`config.mk`:
```
export PLATFORM = sky130hd
export DESIGN_NAME = argmax_reader_flat
export DESIGN_NICKNAME = d
export VERILOG_FILES = /design/src/rtl/argmax_reader_pkg.sv /design/src/rtl/argmax_reader_if.sv /design/src/rtl/argmax_reader_sm_to_twos.sv /design/src/rtl/argmax_reader.sv /design/src/flat_wrapper.sv
export SDC_FILE = /design/constraint.sdc
export NUM_CORES = 1
export LEC_CHECK = 0
export CAP_MARGIN = 20
export CORE_ASPECT_RATIO = 1.1
export CORE_MARGIN = 2
export CORE_UTILIZATION = 51
export DETAILED_ROUTE_END_ITERATION = 6
export DONT_BUFFER_PORTS = 1
export PLACE_DENSITY_LB_ADDON = 0.25
export SYNTH_ARGS = -nofsm -noshare
export SYNTH_HDL_FRONTEND = slang
export SYNTH_SLANG_ARGS = --single-unit
```
`constraint.sdc`:
```
create_clock -name clk -period 7.7 [get_ports clk]
set_input_delay 0.77 -clock clk [delete_from_list [all_inputs] [get_ports clk]]
set_output_delay 0.77 -clock clk [all_outputs]
set_load 0.005 [all_outputs]
```
`src/rtl/argmax_reader_pkg.sv`:
```
// Shared definitions for the argmax reader and the neuron datapath:
// default sizes, FSM state encoding and sign-magnitude field positions.
package argmax_reader_pkg;

  localparam int N_OUT_DEF = 10;
  localparam int W_DEF     = 8;
  localparam int IDX_W_DEF = 4;

  // Sign-magnitude activation layout: sign in the MSB, magnitude below it.
  localparam int SM_SIGN_POS = W_DEF - 1;
  localparam int SM_MAG_MSB  = W_DEF - 2;
  localparam int SM_MAG_LSB  = 0;

  typedef enum logic {
    COLLECT = 1'b0,
    HOLD    = 1'b1
  } state_t;

endpackage

```
`src/rtl/argmax_reader_if.sv`:
```
// Activation-in / result-out handshake bundle for the argmax reader.
// master = producer/consumer side, slave = the reader itself.
interface argmax_reader_if
  import argmax_reader_pkg::*;
#(
  parameter int W     = W_DEF,
  parameter int IDX_W = IDX_W_DEF
);

  logic             in_valid;
  logic             in_ready;
  logic [W-1:0]     in_data;
  logic             out_valid;
  logic             out_ready;
  logic [IDX_W-1:0] out_index;
  logic [W-1:0]     out_value;

  modport master (
    output in_valid,
    output in_data,
    output out_ready,
    input  in_ready,
    input  out_valid,
    input  out_index,
    input  out_value
  );

  modport slave (
    input  in_valid,
    input  in_data,
    input  out_ready,
    output in_ready,
    output out_valid,
    output out_index,
    output out_value
  );

endinterface

```
`src/rtl/argmax_reader_sm_to_twos.sv`:
```
// Sign-magnitude to two's complement converter; both zero encodings map to 0.
module sm_to_twos
  import argmax_reader_pkg::*;
#(
  parameter int W = W_DEF
) (
  input  logic [W-1:0]        sm,
  output logic signed [W-1:0] tc
);

  logic [W-1:0] mag_ext;

  always_comb begin
    mag_ext = {1'b0, sm[W-2:0]};
    tc      = sm[W-1] ? -$signed(mag_ext) : $signed(mag_ext);
  end

endmodule

```
`src/rtl/argmax_reader.sv`:
```
// Frame-wise argmax over N_OUT sign-magnitude activations; holds index and
// raw value of the largest until the consumer takes it.
//
// state   | meaning
// --------+-----------------------------------------------------------
// COLLECT | accepting beats, tracking running best (in_ready=1)
// HOLD    | frame complete, result presented (out_valid=1, in_ready=0)
module argmax_reader
  import argmax_reader_pkg::*;
#(
  parameter int N_OUT = N_OUT_DEF,
  parameter int W     = W_DEF,
  parameter int IDX_W = IDX_W_DEF
) (
  input  logic            clk,
  input  logic            rst,
  input  logic            clr,
  argmax_reader_if.slave  bus
);

  localparam logic [IDX_W-1:0] LAST_IDX = IDX_W'(N_OUT - 1);

  state_t           state;
  logic [IDX_W-1:0] cnt;
  logic [W-1:0]     best_val;
  logic [IDX_W-1:0] best_idx;
  logic             in_ready_q;
  logic             out_valid_q;

  logic signed [W-1:0] cur_tc;
  logic signed [W-1:0] best_tc;
  logic                accept;
  logic                take_new;

  sm_to_twos #(.W(W)) u_cur_conv (
    .sm (bus.in_data),
    .tc (cur_tc)
  );

  sm_to_twos #(.W(W)) u_best_conv (
    .sm (best_val),
    .tc (best_tc)
  );

  always_comb begin
    accept   = bus.in_valid && in_ready_q;
    // Strict greater keeps the earliest index on ties (+0 and -0 included).
    take_new = (cnt == '0) || (cur_tc > best_tc);
  end

  always_ff @(posedge clk or negedge rst) begin
    if (!rst) begin
      state       <= COLLECT;
      cnt         <= '0;
      best_val    <= '0;
      best_idx    <= '0;
      in_ready_q  <= 1'b1;
      out_valid_q <= 1'b0;
    end else if (clr) begin
      state       <= COLLECT;
      cnt         <= '0;
      best_val    <= '0;
      best_idx    <= '0;
      in_ready_q  <= 1'b1;
      out_valid_q <= 1'b0;
    end else begin
      case (state)
        COLLECT: begin
          if (accept) begin
            if (take_new) begin
              best_val <= bus.in_data;
              best_idx <= cnt;
            end
            if (cnt == LAST_IDX) begin
              cnt         <= '0;
              state       <= HOLD;
              in_ready_q  <= 1'b0;
              out_valid_q <= 1'b1;
            end else begin
              cnt <= cnt + IDX_W'(1);
            end
          end
        end
        HOLD: begin
          if (bus.out_ready) begin
            state       <= COLLECT;
            in_ready_q  <= 1'b1;
            out_valid_q <= 1'b0;
          end
        end
        default: begin
          state       <= COLLECT;
          cnt         <= '0;
          in_ready_q  <= 1'b1;
          out_valid_q <= 1'b0;
        end
      endcase
    end
  end

  assign bus.in_ready  = in_ready_q;
  assign bus.out_valid = out_valid_q;
  assign bus.out_index = best_idx;
  assign bus.out_value = best_val;

endmodule

```
`src/flat_wrapper.sv`:
```
// flat-port wrapper written by rule: the top's interface ports become plain ports
module argmax_reader_flat import argmax_reader_pkg::*;
#(
  parameter int N_OUT = N_OUT_DEF,
  parameter int W     = W_DEF,
  parameter int IDX_W = IDX_W_DEF
)
  (clk, rst, clr, bus_in_valid, bus_in_data, bus_out_ready, bus_in_ready, bus_out_valid, bus_out_index, bus_out_value);
  argmax_reader_if #(.W(W), .IDX_W(IDX_W)) bus_i ();
  input  logic clk;
  input  logic rst;
  input  logic clr;
  input wire logic [$bits(bus_i.in_valid)-1:0] bus_in_valid;
  input wire logic [$bits(bus_i.in_data)-1:0] bus_in_data;
  input wire logic [$bits(bus_i.out_ready)-1:0] bus_out_ready;
  output wire logic [$bits(bus_i.in_ready)-1:0] bus_in_ready;
  output wire logic [$bits(bus_i.out_valid)-1:0] bus_out_valid;
  output wire logic [$bits(bus_i.out_index)-1:0] bus_out_index;
  output wire logic [$bits(bus_i.out_value)-1:0] bus_out_value;
  assign bus_i.in_valid = bus_in_valid;
  assign bus_i.in_data = bus_in_data;
  assign bus_i.out_ready = bus_out_ready;
  assign bus_in_ready = bus_i.in_ready;
  assign bus_out_valid = bus_i.out_valid;
  assign bus_out_index = bus_i.out_index;
  assign bus_out_value = bus_i.out_value;
  argmax_reader #(.N_OUT(N_OUT), .W(W), .IDX_W(IDX_W)) u_core (.clk(clk), .rst(rst), .clr(clr), .bus(bus_i));
endmodule
```
==> impl_metrics.env, run 1 <==
export IMPL_yosys_top_cells_area="dfrtp_1 (32%), ha_1 (12%), mux2_4 (6.4%)"
export IMPL_dieArea_um2=3190
export IMPL_status="completed"
export IMPL_antenna_found_initial=0
export IMPL_die_h_um=59
export IMPL_fp_dieW_um=54
export IMPL_dpl_instance_area_um2=1410
export IMPL_initial_utilization_pct=54.6
export IMPL_grt_pass1_wl_um=5100
export IMPL_worstPathMaxFanout=12
export IMPL_hold_viol=0
export IMPL_synth_edf_count=0
export IMPL_ios=27
export IMPL_fin_area_um2=1440
export IMPL_cts_root_buf="clkbuf_4"
export IMPL_rows=19
export IMPL_drive_gt1_share_pct=12.1
export IMPL_period_share_pct=39.0
export IMPL_cts_buffers_inserted=3
export IMPL_cts_buffer_depth=2
export IMPL_synth_area_leader_cell="dfrtp_1"
export IMPL_holdWs_ps=156
export IMPL_core_area_um2=2570
export IMPL_endpoint_kind="flop"
export IMPL_portBuffers=0
export IMPL_final_antenna_net_count=0
export IMPL_cts_reportedPaths_clkPinSlew_ps=110
export IMPL_dp_cells=168
export IMPL_synth_nets=167
export IMPL_synthAdderAreaFrac_pct=11.6
export IMPL_grt_max_degree=20
export IMPL_place_gp_congestion=0.835
export IMPL_finalSetupTns_ps=0
export IMPL_final_common_cell="dfrtp_1"
export IMPL_wl_um=2940
export IMPL_netlist_area_um2=1400
export IMPL_max_freq_mhz=333
export IMPL_drc_errors=0
export IMPL_synth_top_family_by_area="simple AND/OR/NAND/NOR gates"
export IMPL_synth_compound_area_share_pct=15.1
export IMPL_async_flop_share_pct=100
export IMPL_drv_slew=0
export IMPL_max_slew_margin_pct=54.3
export IMPL_synth_top_area_share_pct=32.1
export IMPL_cp_arrival_ps=3190
export IMPL_insertedDiodeCount=0
export IMPL_route_vias_total=1021
export IMPL_grt_pass1_vias=1144
export IMPL_drt_iter0_markers=11
export IMPL_crit_type="reg -> reg"
export IMPL_synth_seq_cells=19
export IMPL_tightest_slew_ps=669
export IMPL_instances_no_fill=172
export IMPL_ys_types=39
export IMPL_crit_required_ps=7890
export IMPL_critPathLaunchType="flop"
export IMPL_synth_ff_type="dfrtp_1"
export IMPL_vias_per_cell=5.94
export IMPL_skew_ps=3.25
export IMPL_total_power_mw=0.240
export IMPL_cts_tree="done"
export IMPL_powerDensity_nw_per_um2=167
export IMPL_synth_mux_area_share_pct=11.0
export IMPL_grtUsageTotal_pct=21.7
export IMPL_avgSynthCellArea_um2=9.95
export IMPL_htreeDepth=1
export IMPL_dp_hpwl_um=2370
export IMPL_synth_simple_area_share_pct=16.9
export IMPL_leakagePower_nw=0.645
export IMPL_min_period_ps=3000
export IMPL_cap_violations=0
export IMPL_area_growth_pct=2.68
export IMPL_rsz0062_at_grt="false"
export IMPL_yosysWarnings=0
export IMPL_yosys_area_share_xor_xnor_pct=6.87
export IMPL_irDropWorstVdd_v=0.000121
export IMPL_cts_setup_buffers=0
export IMPL_cts_hold_buffers=0
export IMPL_overflow=0
export IMPL_syn_inst=141
export IMPL_mostFrequentLayoutCells="dfrtp_1 (18), ha_1 (13), nand2_1 (12), inv_1 (10), nor2b_1 (9)"
export IMPL_cts_sinks=19
export IMPL_setup_violations=0
export IMPL_drtPass1Iterations=4
export IMPL_synth_seq_area_share_pct=34.0
export IMPL_fin_nets=168
export IMPL_hold_class="in -> async"
export IMPL_insertion_delay_ps=290
export IMPL_routedWlPerCell_um=17.1
export IMPL_cts_resized=0
==> through the flow <==
step | setup slack [ps] | util (%)
floorplan | 4810 | -
CTS | 4700 | 56.1
global placement | 4730 | 55.1
global route | 4560 | 56.1
detailed placement | 4610 | 55.1
finish | 4700 | 56.1
==> worst max-delay path: stages, from the launching register on <==
cell and delay, ps:
dfrtp_1 450, or3_1 430, o31ai_1 270, xor2_1 180, ha_1 260, a21o_1 210
a2111oi_4 380, a31o_4 340, mux2_2 360
==> registers in the layout, summed over array words and instances, names as in the netlist <==
register,flops
u_core.cnt,4
u_core.bus.out_valid,1
u_core.bus.in_ready,1
u_core.state,1
u_core.bus.out_index,4
u_core.bus.out_value,8
==> where the power goes <==
group,internal (mW),switching (mW)
clock network,0.0201,0.0298
registers,0.106,0.0105
logic,0.0364,0.0370
==> synth_stat cells (all sizes together), types with 3 or more instances <==
library cell / count
xor2: 5
mux2i: 3
a21oi: 4
o31ai: 3
nand2: 12
nand2b: 4
nor2: 8
inv: 10
mux2: 9
a21o: 3
xnor2: 6
nand3: 3
ha: 13
or3: 3
o21ai: 6
dfrtp: 18
buf: 3
nor2b: 9
==> area by class of cell <==
cell class | instances | area (um^2)
Fill cell | 234 | 1130
Multi-Input combinational cell | 108 | 861
Sequential cell | 19 | 477
Clock buffer | 4 | 26.3
Tap cell | 31 | 38.8
Inverter | 10 | 37.5
==> path summary, 6_finish.rpt <==
check / start / to / slack (ps) / cells past startpoint
max: u_core.bus.out_value[2] / u_core.bus.out_value[2] / 4700 / 8
min: rst / u_core.cnt[1] / 160 / 0
max reg2reg: u_core.bus.out_value[2] / u_core.bus.out_value[2] / 4700 / 8
min reg2reg: u_core.bus.out_index[3] / u_core.bus.out_index[3] / 560 / 1
max in group asynchronous: rst / u_core.bus.in_ready / 7370 / 0
min in group clk: clr / u_core.state / 520 / 1
==> routing by layer <==
metal	vias up	share of wire (%)	GRT usage [%]
met5	-	0	0
met3	2	4.3	3.79
met2	17	55	39.4
met1	511	40	25.4
li1	491	-	-
met4	0	0.54	7.14
==> logic make-up after synthesis <==
| kind of cell | count (synthesis) |
|---|---|
| xor+xnor | 11 |
| compound gates | 27 |
| flops | 19 |
| fa+ha+maj | 13 |
| mux | 12 |
| simple gates | 45 |
| buf+inv | 14 |
(Power assumes the default switching activity.)
==> run 2: changes to the inputs <==
Clock period 7.7 ns to 3 ns, I/O delays scaled along.
==> impl_metrics.env, run 2 (synthesis gave the netlist of run 1 again) <==
export IMPL_cp_arrival_ps=3090
export IMPL_overflow=0
export IMPL_routedWlPerCell_um=16.7
export IMPL_area_growth_pct=7.76
export IMPL_cts_buffer_depth=2
export IMPL_drtPass1Iterations=4
export IMPL_critPathLaunchType="flop"
export IMPL_place_gp_congestion=0.844
export IMPL_cts_tree="done"
export IMPL_mostFrequentLayoutCells="dfrtp_1 (18), ha_1 (13), nand2_1 (12), inv_1 (10), nor2b_1 (9)"
export IMPL_die_h_um=59
export IMPL_worstPathMaxFanout=5
export IMPL_insertedDiodeCount=0
export IMPL_grt_pass1_wl_um=4820
export IMPL_antenna_found_initial=0
export IMPL_portBuffers=0
export IMPL_cts_root_buf="clkbuf_4"
export IMPL_core_area_um2=2570
export IMPL_cts_buffers_inserted=3
export IMPL_status="completed"
export IMPL_r2r_setup_slack_ps=90
export IMPL_initial_utilization_pct=54.6
export IMPL_critical_path_max_stage_delay_ps=440
export IMPL_cap_violations=0
export IMPL_largest_reg_flops=8
export IMPL_hold_class="in -> reg"
export IMPL_insertion_delay_ps=290
export IMPL_irDropWorstVdd_v=0.000234
export IMPL_tightest_slew_ps=866
export IMPL_setup_violations=0
export IMPL_total_power_mw=0.639
export IMPL_holdWs_ps=52.4
export IMPL_endpoint_kind="flop"
export IMPL_worst_path_max_delay_cell="dfrtp_1"
export IMPL_rows=19
export IMPL_grt_pass1_vias=1100
export IMPL_min_period_ps=2910
export IMPL_hold_viol=0
export IMPL_drc_errors=0
export IMPL_dp_hpwl_um=2230
export IMPL_ios=27
export IMPL_vias_per_cell=5.84
export IMPL_cp_cell_sequence="or3_1, o31ai_2, xor2_1, ha_1, a21o_1, a2111oi_4, a31o_4, mux2_2"
export IMPL_dieArea_um2=3190
export IMPL_crit_type="reg -> reg"
export IMPL_final_common_cell="dfrtp_1"
export IMPL_drv_slew=0
export IMPL_leakagePower_nw=0.684
export IMPL_drt_iter0_markers=9
export IMPL_final_antenna_net_count=0
export IMPL_powerDensity_nw_per_um2=423
export IMPL_grtUsageTotal_pct=20.4
export IMPL_route_vias_total=1046
export IMPL_htreeDepth=1
export IMPL_wl_um=2990
export IMPL_period_share_pct=96.9
export IMPL_cts_reportedPaths_clkPinSlew_ps=110
export IMPL_crit_required_ps=3180
export IMPL_fin_nets=175
export IMPL_grt_max_degree=20
export IMPL_fillers=221
export IMPL_skew_ps=8.91
export IMPL_fp_dieW_um=54
export IMPL_max_slew_margin_pct=42.1
export IMPL_drive_gt1_share_pct=16.9
export IMPL_max_freq_mhz=344
export IMPL_cts_sinks=19
## run 2: worst paths after layout
kind | endpoint | start | depth (start not counted)
max reg2reg | u_core.bus.out_value[2] | u_core.bus.out_value[0] | 8
max | u_core.bus.out_value[2] | u_core.bus.out_value[0] | 8
min | u_core.bus.out_valid | clr | 1
min reg2reg | u_core.bus.out_index[2] | u_core.bus.out_index[2] | 1
min in group asynchronous | u_core.bus.out_valid | rst | 1
max in group asynchronous | u_core.bus.out_value[2] | rst | 1
## run 2: timing repair
item                                    CTS  global route
gates resized for setup                   0             2
hold endpoints to repair                 19             0
setup buffers                             0             2
endpoints found under the setup margin    0             8
hold buffers                              1             0
## run 2: metal layers
layer	vias to the layer above	global-route usage, %	routed length, um
met1	515	26.3	1270
met2	21	35.2	1590
met4	0	4.29	8
met5	-	0	0
met3	2	3.79	115
li1	508	-	-
## run 2: critical path, delay by kind of cell, from the launching register on
| kind | cells | cell delay, ps |
|---|---|---|
| multiplexers | 1 | 340 |
| AO/OA/AOI/OAI | 4 | 1180 |
| flip-flops | 1 | 440 |
| XOR/XNOR | 1 | 180 |
| AND/OR/NAND/NOR | 1 | 400 |
| adder cells (fa/ha/maj) | 1 | 260 |
## run 2: power breakdown
part           total [mW]  internal, mW  switching (mW)
registers           0.298         0.273          0.0250
clock network       0.127        0.0495          0.0772
logic               0.214         0.106           0.108
## run 2: final cells by class
type	instances	area (um^2)	share of cell area [%]
clock buffer	3	22.5	1.49
clock inverter	1	5.00	0.331
inverter	10	37.5	2.48
multi-input combinational	109	883	58.4
sequential	19	477	31.5
tap	31	38.8	2.57
timing repair buffer	6	47.5	3.15
## run 2: stage by stage
stage	setup TNS, ps	std cells	util, %	setup slack [ps]	instance area (um^2)
global placement	0	171	55.9	153	1440
floorplan	0	141	-	212	1400
global route	-89.9	179	58.9	-37.8	1510
finish	0	179	58.9	92.2	1510
CTS	0	176	57.4	77.2	1470
detailed placement	0	171	55.9	104	1440
